`config.mk`:
```
export PLATFORM = sky130hd
export DESIGN_NAME = uart_cmd_controller
export DESIGN_NICKNAME = d
export VERILOG_FILES = /design/src/rtl/uart_cmd_controller_pkg.sv /design/src/rtl/uart_cmd_controller_timeout.sv /design/src/rtl/uart_cmd_controller.sv
export SDC_FILE = /design/constraint.sdc
export NUM_CORES = 1
export LEC_CHECK = 0
export ABC_AREA = 1
export CAP_MARGIN = 30
export CORE_AREA = 2 2 87 122
export DETAILED_ROUTE_END_ITERATION = 8
export DIE_AREA = 0 0 89 124
export PLACE_DENSITY = 0.7
export SLEW_MARGIN = 5
export SYNTH_ARGS = -nofsm -noshare
export SYNTH_HDL_FRONTEND = slang
export SYNTH_SLANG_ARGS = --single-unit
```
`constraint.sdc`:
```
create_clock -name clock -period 1.6 [get_ports clock]
set_input_delay 0.32 -clock clock [delete_from_list [all_inputs] [get_ports clock]]
set_output_delay 0.32 -clock clock [all_outputs]
set_load 0.01 [all_outputs]
```
`src/rtl/uart_cmd_controller_pkg.sv`:
```
// Shared opcodes, response codes, FSM states and default sizing
// for the UART command sequencer.
package uart_cmd_controller_pkg;

  localparam int NUM_REGS_DEF      = 4;
  localparam int TIMEOUT_TICKS_DEF = 640;
  localparam int TO_W_DEF          = 12;

  localparam logic [7:0] OP_WR   = 8'h57;
  localparam logic [7:0] OP_RD   = 8'h52;
  localparam logic [7:0] OP_ID   = 8'h3F;

  localparam logic [7:0] RSP_ACK = 8'h06;
  localparam logic [7:0] RSP_NAK = 8'h15;
  localparam logic [7:0] RSP_ID  = 8'hA5;

  typedef enum logic [2:0] {
    S_IDLE,
    S_GET_ADDR,
    S_GET_DATA,
    S_EXEC,
    S_WAIT_TX
  } state_t;

  function automatic logic has_addr(input logic [7:0] op);
    return (op == OP_WR) || (op == OP_RD);
  endfunction

endpackage

```
`src/rtl/uart_cmd_controller_timeout.sv`:
```
// Saturating inter-byte timeout counter; expired stays high
// once the limit is reached until cleared.
module uart_cmd_controller_timeout #(
  parameter int TO_W  = 12,
  parameter int LIMIT = 640
) (
  input  logic clock,
  input  logic reset,
  input  logic i_clr,
  input  logic i_en,
  output logic o_expired
);

  localparam logic [TO_W-1:0] LIM = TO_W'(LIMIT);

  logic [TO_W-1:0] r_cnt;

  always_ff @(posedge clock or negedge reset) begin
    if (!reset) begin
      r_cnt <= '0;
    end else if (i_clr) begin
      r_cnt <= '0;
    end else if (i_en && (r_cnt != LIM)) begin
      r_cnt <= r_cnt + 1'b1;
    end
  end

  assign o_expired = (r_cnt == LIM);

endmodule

```
`src/rtl/uart_cmd_controller.sv`:
```
// UART command sequencer: parses W/R/? commands from rx bytes,
// drives the config register bank and issues one reply byte.
module uart_cmd_controller
  import uart_cmd_controller_pkg::*;
#(
  parameter int NUM_REGS      = NUM_REGS_DEF,
  parameter int TIMEOUT_TICKS = TIMEOUT_TICKS_DEF,
  parameter int TO_W          = TO_W_DEF
) (
  input  logic                  clock,
  input  logic                  reset,
  input  logic                  s_tick,
  input  logic                  rx_done,
  input  logic [7:0]            rx_data,
  input  logic                  tx_done,
  output logic                  tx_start,
  output logic [7:0]            tx_data,
  output logic [8*NUM_REGS-1:0] cfg_regs,
  output logic                  busy,
  output logic                  err
);

  localparam int         AW    = (NUM_REGS > 1) ? $clog2(NUM_REGS) : 1;
  localparam logic [7:0] NREG8 = 8'(NUM_REGS);

  state_t       r_state;
  state_t       w_next;
  logic [7:0]   r_op;
  logic [7:0]   r_addr;
  logic [7:0]   r_data;
  logic [7:0]   r_tx_data;
  logic [7:0]   r_bank [NUM_REGS];
  logic [7:0]   w_reply;
  logic         w_nak;
  logic         w_addr_ok;
  logic         w_wait;
  logic         w_expired;
  logic         w_wr_en;
  logic [AW-1:0] w_idx;

  assign w_idx     = r_addr[AW-1:0];
  assign w_addr_ok = (r_addr < NREG8);
  assign w_wait    = (r_state == S_GET_ADDR) || (r_state == S_GET_DATA);
  assign w_wr_en   = (r_state == S_EXEC) && (r_op == OP_WR) && w_addr_ok;

  // Held clear outside the operand states, so entry always starts at zero.
  uart_cmd_controller_timeout #(
    .TO_W  (TO_W),
    .LIMIT (TIMEOUT_TICKS)
  ) u_timeout (
    .clock     (clock),
    .reset     (reset),
    .i_clr     (rx_done | ~w_wait),
    .i_en      (s_tick & w_wait),
    .o_expired (w_expired)
  );

  always_ff @(posedge clock or negedge reset) begin
    if (!reset) begin
      r_state <= S_IDLE;
    end else begin
      r_state <= w_next;
    end
  end

  always_comb begin
    w_next = r_state;
    unique case (r_state)
      S_IDLE: begin
        if (rx_done) begin
          w_next = has_addr(rx_data) ? S_GET_ADDR : S_EXEC;
        end
      end
      S_GET_ADDR: begin
        if (rx_done) begin
          w_next = (r_op == OP_WR) ? S_GET_DATA : S_EXEC;
        end else if (w_expired) begin
          w_next = S_IDLE;
        end
      end
      S_GET_DATA: begin
        if (rx_done) begin
          w_next = S_EXEC;
        end else if (w_expired) begin
          w_next = S_IDLE;
        end
      end
      S_EXEC:    w_next = S_WAIT_TX;
      S_WAIT_TX: begin
        if (tx_done) begin
          w_next = S_IDLE;
        end
      end
      default:   w_next = S_IDLE;
    endcase
  end

  always_comb begin
    w_reply = RSP_NAK;
    w_nak   = 1'b1;
    unique case (1'b1)
      (r_op == OP_ID): begin
        w_reply = RSP_ID;
        w_nak   = 1'b0;
      end
      (r_op == OP_WR) && w_addr_ok: begin
        w_reply = RSP_ACK;
        w_nak   = 1'b0;
      end
      (r_op == OP_RD) && w_addr_ok: begin
        w_reply = r_bank[w_idx];
        w_nak   = 1'b0;
      end
      default: ;
    endcase
  end

  always_comb begin
    tx_start = (r_state == S_EXEC);
    busy     = (r_state != S_IDLE);
    tx_data  = (r_state == S_EXEC) ? w_reply : r_tx_data;
    err      = 1'b0;
    unique case (r_state)
      S_GET_ADDR, S_GET_DATA: err = w_expired & ~rx_done;
      S_EXEC:                 err = w_nak | rx_done;
      S_WAIT_TX:              err = rx_done;
      default:                err = 1'b0;
    endcase
  end

  always_ff @(posedge clock or negedge reset) begin
    if (!reset) begin
      r_op      <= '0;
      r_addr    <= '0;
      r_data    <= '0;
      r_tx_data <= '0;
    end else begin
      if ((r_state == S_IDLE) && rx_done) r_op <= rx_data;
      if ((r_state == S_GET_ADDR) && rx_done) r_addr <= rx_data;
      if ((r_state == S_GET_DATA) && rx_done) r_data <= rx_data;
      if (r_state == S_EXEC) r_tx_data <= w_reply;
    end
  end

  always_ff @(posedge clock or negedge reset) begin
    if (!reset) begin
      for (int i = 0; i < NUM_REGS; i++) r_bank[i] <= '0;
    end else if (w_wr_en) begin
      r_bank[w_idx] <= r_data;
    end
  end

  always_comb begin
    cfg_regs = '0;
    for (int i = 0; i < NUM_REGS; i++) cfg_regs[8*i +: 8] = r_bank[i];
  end

endmodule

```
=== After elaboration in Yosys (flattened, before gate mapping) ===
Cells that the tools add are included.

* Register bits after elaboration: 79
* Input port bits: 13
* Output and inout bits: 43

* Add/sub/neg operators: 1
* Order comparisons: 3
* Equality and inequality tests: 13
* Muxes and demuxes: 20
* Bitwise operators: 7
* Reduce and logical (&&, ||, !) cells: 17

{| class="wikitable"
|+ Operators with widths
! cell !! number
|-
| $bwmux 32 || 1
|-
| $eq 8x7->1 const B || 4
|-
| $mux 8 || 4
|-
| $mux 12 || 2
|-
| $pmux 8 s3 || 1
|-
| $bmux 8 s2 || 1
|-
| $demux 8 s2 || 1
|-
| $mux 3 || 5
|-
| $pmux 3 s5 || 1
|-
| $add 12x1->12 const B || 1
|-
| $eq 12x10->1 const B || 1
|-
| $ne 12x10->1 const B || 1
|-
| $logic_and 1x1->1 || 9
|-
| $eq 8x6->1 const B || 1
|-
| $lt 8x3->1 const B || 1
|-
| $eq 3x2->1 const B || 2
|-
| $ne 2x2->1 const B || 2
|-
| $eq 3x1->1 const B || 1
|-
| $eq 3x3->1 const B || 1
|-
| $ge 3x3->1 const B || 1
|-
| $logic_not 3->1 || 1
|-
| $lt 3x1->1 const B || 1
|-
| $not 2->3 || 1
|-
| $pmux 1 s3 || 1
|-
| 11 further kinds || 16
|}

=== Logic depth before layout (Yosys ltp) ===
* Depth after elaboration: 6
* Depth in mapped cells: 10

=== By module ===
Synthesis repeated with hierarchy kept, for this count alone.

* Cells, all modules: 522
* Area, all modules: 4129.0 µm²

{| class="wikitable"
|+ By module, submodules not included
! module !! times used !! cells each !! area an instance (µm²) !! sequential area each (µm²)
|-
| uart_cmd_controller || 1 || 392 || 3243.1 || 1676.6
|-
| uart_cmd_controller_timeout || 1 || 130 || 885.8 || 300.3
|}

=== Worst setup path before layout ===
Ideal clock, no wire load.

* Path type: register to output
* From: register r_op[5]
* To: output port tx_data[5]
* Arrival time: 1.221 ns
* Data required time: 1.280 ns
* Path slack: 0.059 ns
* Cell stages (with the launch flop): 8
* Path buffers: 0
* Cell sequence: dfrtp_1 nor2_1 nand2_2 nor2_1 nand2_1 nor2_2 nand2_1 o211ai_1

* Cells in the longest elaborated chain, start to end: 4
* Elaborated cells on any way between the ends: 7

{| class="wikitable"
|+ Ends and longest elaborated chain
! element !! RTL line !! source
|-
| start, declared || uart_cmd_controller.sv:28 || <nowiki>logic [7:0] r_op;</nowiki>
|-
| start signal, assigned || uart_cmd_controller.sv:138 || <nowiki>if ((r_state == S_IDLE) && rx_done) r_op <= rx_data;</nowiki>
|-
| $eq 8x7->1 (on tied branches) || uart_cmd_controller.sv:110, uart_cmd_controller.sv:106 ||
|-
| $logic_and 1x1->1 (on tied branches) || uart_cmd_controller.sv:110, uart_cmd_controller.sv:106 ||
|-
| $pmux 8 s3 * || uart_cmd_controller.sv:101 || <nowiki>unique case (1'b1)</nowiki>
|-
| $mux 8 * || n/a ||
|-
| end, declared || uart_cmd_controller.sv:17 || <nowiki>output logic [7:0] tx_data,</nowiki>
|}

Mark *: on every way between the ends. The rest lies on a longest branch, timed or not.

=== Worst setup path in the final report ===
* From: register r_addr[0]
* To: output port tx_data[5]

* Cells in the longest elaborated chain, start to end: 6
* Elaborated cells on any way between the ends: 9

{| class="wikitable"
|+ Ends and longest elaborated chain
! element !! RTL line !! source
|-
| start, declared || uart_cmd_controller.sv:29 || <nowiki>logic [7:0] r_addr;</nowiki>
|-
| start signal, assigned || uart_cmd_controller.sv:139 || <nowiki>if ((r_state == S_GET_ADDR) && rx_done) r_addr <= rx_data;</nowiki>
|-
| parallel branches: the longest is 4 deep, another holds $lt 8x3->1 || n/a ||
|-
| $pmux 8 s3 * || uart_cmd_controller.sv:101 ||
|-
| $mux 8 * || n/a ||
|}

Every way passes the cells marked *. The select of a mux whose other input is x is not followed.

==> reports/results.ini <==
[power_and_ir_drop]
vdd_drop_max_mv=0.7513
p_leak_nw=3.229
powerDensity_mw_per_mm2=1352

[global_route]
grt_usage_pct=21.70
grt_max_degree=43
antenna_found_initial=0
grt_pass1_wl_um=18380
grt.overflow.total=0
first_global_vias=3955

[timing]
setup-violations-final=42
worst_slew_pin_slew_ns=0.3082
rsz0062_at_grt=true
fin_crit_sh_pct=132.4
skew_ns=0.007502
maxSlewHeadroom_pct=79.45
setup_ws_ns=-0.5185
finalHoldViolCount=0
max_freq_mhz=472.0
slew_violations=0
fin_crit_ns=2.119

[setup_path]
cpPeakStageDelay_ns=0.46
cp_top_family=flip-flops
critPathKind=reg -> out
path_buf_inv=3
crit_path_cell_trace=buf_6 > nor2_2 > buf_6 > nand2_1 > nand4_1 > nand2_2 > o211ai_1 > buf_2
critPathLaunch=r_addr[0]
end_kind=output pin
arrival_ns=1.80
start_kind=register
crit_top_cell=buf_6
reg2reg_from=r_addr[0]
timing.critical_path.slowest_stage_cell=dfrtp_2
cp_max_fo=4
cp.required_ns=1.28

[clock_tree]
clkSlewWorstSetupHoldPaths_ns=0.06
clock_path_buffers=2
cts_tree=built
cts_root_buf=clkbuf_16
tritoncts_num_sinks=79
numCtsBuffers=9
cts_max_level=3
clkLatencyLatePin_ns=0.35

[synthesis]
synth.mux.area_fraction_pct=0
synthSimpleGateAreaFrac_pct=30.62
syn_nets=495
synth_compound_area_share_pct=10.94
synth_top_family_by_area=simple AND/OR/NAND/NOR gates
synth-seq-cells=79
syn_inst=480
netlist_area_mm2=0.003910
yosysUniqueCellTypes=30
synth-xor-area-share_pct=1.120
synth_adder_area_share_pct=0.6400
ys_seq_area_share_pct=50.56
yosysWarnings=0
synth.avg_cell_area_um2=8.146

[place]
placed_area_mm2=0.005319
post-dp-hpwl_um=7954
place.gp.congestion=0.8754
post-place-cells=757
portBuffers=55

[floorplanning]
start_util_pct=39.50
fp.dieH_um=124
core_area_mm2=0.009899
die_area_mm2=0.01104
design.portCount=56
rows=43
die_x_um=89

[status]
status=complete, but fails checks
violations=setup timing

[cells_and_area]
final_cell_mix=nand2_1 (135), buf_4 (91), dfrtp_1 (77)
nFillCells=783
drive_gt1_share_pct=38.24
antenna_cells=0
syn_to_final_growth_pct=62.50
final_nets=682
stdcell_count=807
fin_util_pct=64.18
final_common_cell=nand2_1
final_area_mm2=0.006354

[detailed_routing]
finalWirelength_um=13090
drc_errors=0
via_per_inst=5.223
first_iter_violations=292
ant_nets=0
drtPass1Iterations=7
vias=4215
wl_per_cell_um=16.22

[min_path]
min_path_type=in -> async

[run]
drv_cap=0

[final timing paths]
check | to | slack [ns] | cells past startpoint
min in group clock | r_tx_data[2] | 0.49 | 2
worst min-delay path | r_addr[2] | 0.41 | 2
worst max-delay path | tx_data[5] | -0.52 | 8
worst min register to register | r_tx_data[2] | 0.49 | 2
worst max register to register | r_tx_data[7] | -0.37 | 14
max in group asynchronous | cfg_regs[6] | 0.64 | 3
[per-layer routing]
layer / routed length (µm) / part of all wire [%] / up-vias / GRT usage (%)
met1: 4766 / 36 / 2052 / 24.99
met2: 7056 / 54 / 171 / 39.04
li1: - / - / 1940 / -
met4: 579 / 4.4 / 0 / 9.328
met3: 690 / 5.3 / 52 / 3.579
met5: 0 / 0 / - / 0
[power breakdown]
| group | leakage (nW) | switching (mW) | internal, mW |
|---|---|---|---|
| sequential | 1.05 | 0.268 | 2.35 |
| combinational | 2.03 | 1.93 | 1.75 |
| clock | 0.155 | 0.866 | 1.42 |
[per-stage QoR]
stage                     TNS (ns)  hold WS [ns]  worst slack (ns)  power (mW)
after floorplan                  0       0.02441           0.05928       3.814
after global placement      -5.092        0.2349           -0.5069       5.125
after detailed placement    -6.144        0.2353           -0.5757       5.194
after CTS                   -4.681        0.4214           -0.4758       7.702
after global routing        -9.739        0.4431           -0.5701       8.988
final                       -5.853        0.4136           -0.5185       8.590
[registers in the layout, summed over array words and instances, names as in the netlist]
| signal | cells |
|---|---|
| r_data | 8 |
| r_state | 3 |
| r_op | 8 |
| r_tx_data | 8 |
| r_addr | 8 |
| u_timeout.r_cnt | 12 |
| cfg_regs | 32 |
[cells in the mapped netlist]
library cell  count  area share (%)
ha_1              2            0.64
nand2_2           7             1.1
or2_1             1            0.16
o21ai_2          12             2.7
or2_2             1            0.16
nand4_1          12             1.9
nor3_1            2            0.26
nor2_8            1            0.51
o21ai_0          18             2.3
o211ai_1          3            0.58
a21oi_1           5            0.64
buf_2             2            0.26
nand3b_1          1            0.19
nor4_1            1            0.16
nand3_2           1            0.26
buf_6             4             1.2
o21ai_1          31             4.0
inv_1            39             3.7
inv_2             5            0.48
nor2_2            3            0.48
nor2_4            5             1.4
nor2_1           37             3.6
nand2_4           5             1.4
dfrtp_1          79              51
nand2_1         167              16
a22oi_1           4            0.77
xor2_1            5             1.1
nand3_1          23             2.9
buf_4             1            0.19
clkbuf_1          3            0.29
[area by class of cell]
class | instances | area [µm²] | share of cell area [%]
well taps | 135 | 168.9 | 2.659
clock inverters | 6 | 92.59 | 1.457
inverters | 44 | 185.2 | 2.915
flip-flops and latches | 79 | 1979 | 31.15
clock buffers | 10 | 239.0 | 3.761
multi-input cells | 349 | 2017 | 31.74
repair buffers | 184 | 1672 | 26.31
[cells by family (layout without fill, tap and decap cells)]
family	Yosys count	count (layout)
simple gates	267	269
flops	79	79
compound gates	73	73
buf+inv	54	244
xor+xnor	5	5
fa+ha+maj	2	2
[worst register-to-register path, cell delays in order, from the launching register on]
cell and delay [ns]:
dfrtp_2 0.46, nand2_2 0.09, inv_2 0.05, buf_12 0.14, nand2_2 0.06, nand4_1 0.15
nand2_2 0.09, o211ai_1 0.10, buf_4 0.15, buf_6 0.10, buf_6 0.10, buf_6 0.10
buf_6 0.10, buf_6 0.10, buf_6 0.10
[repair_timing]
item                                    in CTS  in global routing
endpoints found under the setup margin      63                 57
pin swaps                                   17                 24
cloned                                       0                  3
resized for setup                          108                 97
hold endpoints to repair                    20                  0
buffers inserted                            15                 16
hold buffers                                 1                  0
Note: power is estimated with default switching activity, not from simulation.
==> patch 1: new RTL, config.mk and constraints unchanged <==
The package constant `TO_W_DEF` goes from 12 to 14.
--- a/src/rtl/uart_cmd_controller_pkg.sv
+++ b/src/rtl/uart_cmd_controller_pkg.sv
@@ -5,5 +5,5 @@
   localparam int NUM_REGS_DEF      = 4;
   localparam int TIMEOUT_TICKS_DEF = 640;
-  localparam int TO_W_DEF          = 12;
+  localparam int TO_W_DEF          = 14;
 
   localparam logic [7:0] OP_WR   = 8'h57;
Function: same outputs for any inputs over 10 cycles, from zero or initial values and one cycle with reset low; that may be too few to reach the edited logic, so the function may still have changed.
==> patch 1 against the unedited design <==
The flow still finishes with violations (setup timing). Clock skew is essentially flat. Critical path depth grew 1. Register-to-register slack gained 230 ps. Global-route usage grew 2.6 points. Core utilization grew 1.4 points. Final area grew 2.2%. Wire length grew 7.7%. Via count grew 4.0%. Setup slack lost 25 ps. Sequential cell count grew 2. Area after synthesis grew 2.1%. Worst hold slack gained 25 ps. Total power shrank 2.4%. First-iteration DRC count shrank 13%. Critical endpoint is now tx_data[4].
==> patch 1: results (changes against the unedited design) <==
place:
  gp_congestion: 0.900  # +2.8%
  buffer_ports.inserted: 55  # unchanged
  placed_cells_incl_taps: 780  # +3.0%
  placed_area_mm2: 0.00546  # +2.7%
  dp_hpwl_um: 8290  # +4.2%
timing:
  layout_setup_ws_ps: -544  # -25.1 ps
  setup-tns-final_ps: -7520  # -1670 ps
  report.final.setup_viol: 46  # +9.5%
  timing_worst_slew_pin_value_ps: 392  # +83.9 ps
  clock_skew_ps: 7.74  # +0.237 ps
synthesis:
  synth.top_cells.by_count: "sky130_fd_sc_hd__nand2_1 (174), sky130_fd_sc_hd__dfrtp_1 (81), sky130_fd_sc_hd__inv_1 (44)"
  synthTopCellsByArea: "sky130_fd_sc_hd__dfrtp_1 (51%), sky130_fd_sc_hd__nand2_1 (16%), sky130_fd_sc_hd__inv_1 (4.1%)"
  syn_nets: 512  # +3.4%
  synth_flop_type: "sky130_fd_sc_hd__dfrtp_1"
  post_synth.cell_area_avg_um2: 8.04  # -1.3%
  synth_seq_area_share_pct: 50.8  # +0.19 points
  unique_cell_type_count_in_the_yosys_netlist: 26  # -13%
power_and_ir_drop:
  leakagePower_nw: 3.32  # +2.9%
  worst_ir_drop_vdd_v: 0.000740  # -1.6%
clock_tree:
  worstSkewPairLatency_ps: 330  # -20 ps
  clock_h_tree_levels: 3  # unchanged
setup_path:
  maximum_single_stage_delay_on_the_critical_path_ps: 410  # -50 ps
  critical-path-top-delay-family: "simple AND/OR/NAND/NOR gates"
  cp_max_fo: 3  # -1
  arrival_time_of_data_at_the_critical_path_endpoint_ps: 1820  # +20 ps
  critical_path.slowest_cell: "sky130_fd_sc_hd__dfrtp_1"
detailed_routing:
  first_iter_violations: 255  # -13%
  wl_um: 14100  # +7.7%
  routed-wl-met2_um: 7540  # +6.8%
  detail_route.wirelength.met1_um: 4780  # +0.36%
  drt-vias-per-instance: 5.27  # +0.96%
  met3_layer_wire_length_in_the_routed_design_um: 766  # +11%
  drt-wirelength-per-cell_um: 17.0  # +4.6%
  dr_pass1_iterations: 5  # -2
global_route:
  antenna_violations_before_repair: 0  # unchanged
  global_route_wire_length_before_repair_um: 20300  # +10%
  grt_max_degree: 35  # -19%
  global_route.usage.total_pct: 24.3  # +2.6 points
  grt_pass1_vias: 4385  # +11%
final_layout:
  largest_reg_flops: 32  # unchanged
  finish.net_count: 706  # +3.5%
  fillerInstances: 744  # -5.0%
  proportion_of_layout_cells_with_a_drive_suffix_above_1_pct: 39.2  # +0.98 points
  area_delta_synth_final_pct: 62.5  # about the same
status:
  violated_checks: "setup timing"
  run_status: "complete, but fails checks"
## patch 1: final timing paths
check	start	to	slack [ps]	cells after the start
worst max-delay path	r_op[7]	tx_data[4]	-540	9
worst min-delay path	reset	cfg_regs[11]	440	2
worst max register to register	r_addr[4]	cfg_regs[19]	-140	11
worst min register to register	r_tx_data[3]	r_tx_data[3]	490	2
max in group asynchronous	reset	r_state[0]	660	3
min in group clock	r_tx_data[3]	r_tx_data[3]	490	2
## patch 1: cell families (layout without fill, tap and decap cells)
| family | Yosys count | after routing | synth area share [%] |
|---|---|---|---|
| flops | 81 | 81 | 50.8 |
| buf+inv | 61 | 256 | 6.83 |
| xor+xnor | 6 | 6 | 1.32 |
| compound gates | 76 | 76 | 10.4 |
| simple gates | 271 | 275 | 30.0 |
| fa+ha+maj | 2 | 2 | 0.626 |
## patch 1: power breakdown
group          switching (mW)  leakage, nW  total (mW)  internal (mW)
Sequential              0.269         1.08        2.68           2.41
Combinational            1.96         2.10        3.71           1.75
Clock                   0.783        0.149        2.00           1.22
## patch 1: layout make-up
type,count,area share (%)
Sequential cell,81,31.3
Tap cell,135,2.60
Inverter,49,2.93
Multi-Input combinational cell,359,33.1
Clock inverter,2,0.154
Clock buffer,14,4.38
Timing Repair Buffer,191,25.5
## patch 1: what timing repair did
item | CTS | global route
hold endpoints to repair | 22 | 0
setup buffers | 16 | 17
pin swaps | 20 | 25
setup endpoints to repair | 87 | 61
resized for setup | 133 | 84
cloned | 4 | 1
hold buffers | 1 | 0
## patch 1: routing by layer
layer	vias up	global-route usage, %
li1	2003	-
met1	2072	23.9
met2	222	43.7
met3	85	4.90
met4	0	18.3
met5	-	0
==> patch 2: new RTL, config.mk and constraints unchanged <==
Made on the original files. Re-encode `state_t` (5 states) as one-hot, 5 bits wide.
--- a/src/rtl/uart_cmd_controller_pkg.sv
+++ b/src/rtl/uart_cmd_controller_pkg.sv
@@ -15,10 +15,10 @@
   localparam logic [7:0] RSP_ID  = 8'hA5;
 
-  typedef enum logic [2:0] {
-    S_IDLE,
-    S_GET_ADDR,
-    S_GET_DATA,
-    S_EXEC,
-    S_WAIT_TX
+  typedef enum logic [4:0] {
+    S_IDLE     = 5'b00001,
+    S_GET_ADDR = 5'b00010,
+    S_GET_DATA = 5'b00100,
+    S_EXEC     = 5'b01000,
+    S_WAIT_TX  = 5'b10000
   } state_t;
 
Check against the original RTL: no difference found for any inputs over 10 cycles, from zero or initial values and one cycle with reset low; not proved beyond that.
==> patch 2 against the unedited design <==
The run still ends with setup timing left. Area after synthesis up 6.6%. Final area up 6.2%. Global-route usage up 1.3 points. Cell count is 4.0% higher. Setup slack better by 6.1 ps. Total power shrank 21%. Fmax is 0.29% higher. Sequential cell count grew 2. Wire length is 2.4% higher.
==> patch 2: results (changes against the unedited design) <==
status:
  run_status: "complete, but fails checks"
  violated_checks: "setup timing"
power_and_ir_drop:
  leakagePower_nw: 3.39  # +4.9%
  power.switching_fraction_pct: 30.6  # -5.1 points
  worst_ir_drop_vdd_v: 0.000707  # -5.9%
timing:
  setup-tns-final_ps: -5870  # -14.2 ps
  hold_ws_ps: 411  # -2.71 ps
  layout_setup_ws_ps: -512  # +6.14 ps
  report.final.setup_viol: 45  # +7.1%
  slew_headroom_pct: 78.9  # -0.60 points
  clock_skew_ps: 8.29  # +0.789 ps
clock_tree:
  tritoncts.num_buffers: 9  # unchanged
  cts_max_path_buffers: 2  # unchanged
  clock_h_tree_levels: 3  # unchanged
  clk_root_buf: "sky130_fd_sc_hd__clkbuf_16"
  worstSkewPairLatency_ps: 350  # about the same
  worst_setup_hold_path_clk_slew_ps: 60  # about the same
place:
  gp_congestion: 0.902  # +3.1%
  placed_area_mm2: 0.00565  # +6.2%
  place_worst_setup_slack_ps: -577  # -1.22 ps
  buffer_ports.inserted: 55  # unchanged
  dp_hpwl_um: 8270  # +4.0%
  placed_cells_incl_taps: 787  # +4.0%
setup_path:
  maximum_single_stage_delay_on_the_critical_path_ps: 400  # -60 ps
  critical-path-top-delay-family: "simple AND/OR/NAND/NOR gates"
  r2r.worst_path.cells: 10  # -4
  critical_path.slowest_cell: "sky130_fd_sc_hd__dfrtp_1"
  setup.worst_path.end: "tx_data[0]"
  cp_max_fo: 3  # -1
  r2r_start: "r_op[5]"
  worst-r2r-setup-slack_ps: -90  # +280 ps
  critPathLaunchType: "register"
  arrival_time_of_data_at_the_critical_path_endpoint_ps: 1790
  rr_endpoint: "cfg_regs[28]"
detailed_routing:
  dr_pass1_iterations: 5  # -2
  drt-vias-per-instance: 5.06  # -3.1%
  wl_um: 13400  # +2.4%
  first_iter_violations: 180  # -38%
final_layout:
  largest_reg_flops: 32  # unchanged
  finish.cell_count_without_fillers: 839  # +4.0%
  diodes: 0  # unchanged
  proportion_of_layout_cells_with_a_drive_suffix_above_1_pct: 42.2  # +3.9 points
  finish.net_count: 714  # +4.7%
hold_path:
  hold_path.class: "primary input to asynchronous set/reset pin"
synthesis:
  synth_enable_flop_cells: 0  # unchanged
  synth_flop_type: "sky130_fd_sc_hd__dfrtp_1"
  synthTopCellsByArea: "sky130_fd_sc_hd__dfrtp_1 (48%), sky130_fd_sc_hd__nand2_1 (16%), sky130_fd_sc_hd__o21ai_2 (5.7%)"
  synth-async-reset-ratio_pct: 100  # unchanged
  yosys.area.top_type_share_pct: 48.0  # -2.5 points
  synth.top_cells.by_count: "sky130_fd_sc_hd__nand2_1 (176), sky130_fd_sc_hd__dfrtp_1 (80), sky130_fd_sc_hd__inv_1 (51)"
  unique_cell_type_count_in_the_yosys_netlist: 32  # +6.7%
  netlist_instances: 503  # +4.8%
  syn_nets: 518  # +4.6%
  synth_seq_area_share_pct: 48.6  # -1.9 points
global_route:
  global_route.usage.total_pct: 23.0  # +1.3 points
  grt_max_degree: 37  # -14%
  global_route_wire_length_before_repair_um: 19100  # +4.1%
  grt_pass1_vias: 4119  # +4.1%
[patch 2: changes by cell type after synthesis, sizes merged, moves of 2 or more]
cell,before,now
inv,44,54
nand2,179,188
nand3,24,18
a22oi,4,8
o21a,0,4
buf,7,10
o211ai,3,0
a21oi,5,3
nand4,12,14
[patch 2: final cells by class]
| type | instances | area, µm² |
|---|---|---|
| multi-input cells | 358 | 2240 |
| flip-flops and latches | 81 | 2030 |
| clock buffers | 11 | 243 |
| well taps | 135 | 169 |
| repair buffers | 194 | 1750 |
| clock inverters | 5 | 86.3 |
| inverters | 55 | 226 |
| fillers | 767 | 3150 |
[patch 2: logic make-up after synthesis]
group	count (synthesis)	share of synthesized area (%)
XOR/XNOR	5	1.05
flip-flops	81	48.6
adder cells (fa/ha/maj)	2	0.600
buffers and inverters	67	7.26
AO/OA/AOI/OAI	77	12.4
AND/OR/NAND/NOR	271	30.0
[patch 2: per-layer routing]
| layer | part of all wire, % | track usage (%) | vias to the layer above |
|---|---|---|---|
| met4 | 3.5 | 10.8 | 0 |
| li1 | - | - | 2013 |
| met2 | 55 | 42.4 | 136 |
| met5 | 0 | 0 | - |
| met3 | 3.7 | 3.91 | 40 |
| met1 | 38 | 25.1 | 2057 |
[patch 2: power groups by stage]
stage | clock network, mW | logic [mW] | registers [mW]
3_5_place_dp | 0 | 1.52 | 2.42
2_1_floorplan | 0 | 0.688 | 2.42
5_1_grt | 2.40 | 2.26 | 2.43
6_report | 2.30 | 2.07 | 2.41
4_1_cts | 2.33 | 1.73 | 2.40
3_3_place_gp | 0 | 1.49 | 2.41
[patch 2: timing repair]
item,4_1_cts,5_1_grt
hold buffers,1,0
endpoints found under the hold margin,18,0
setup buffers,17,15
pin swaps,23,36
cloned,1,5
resized for setup,131,79
endpoints found under the setup margin,82,77
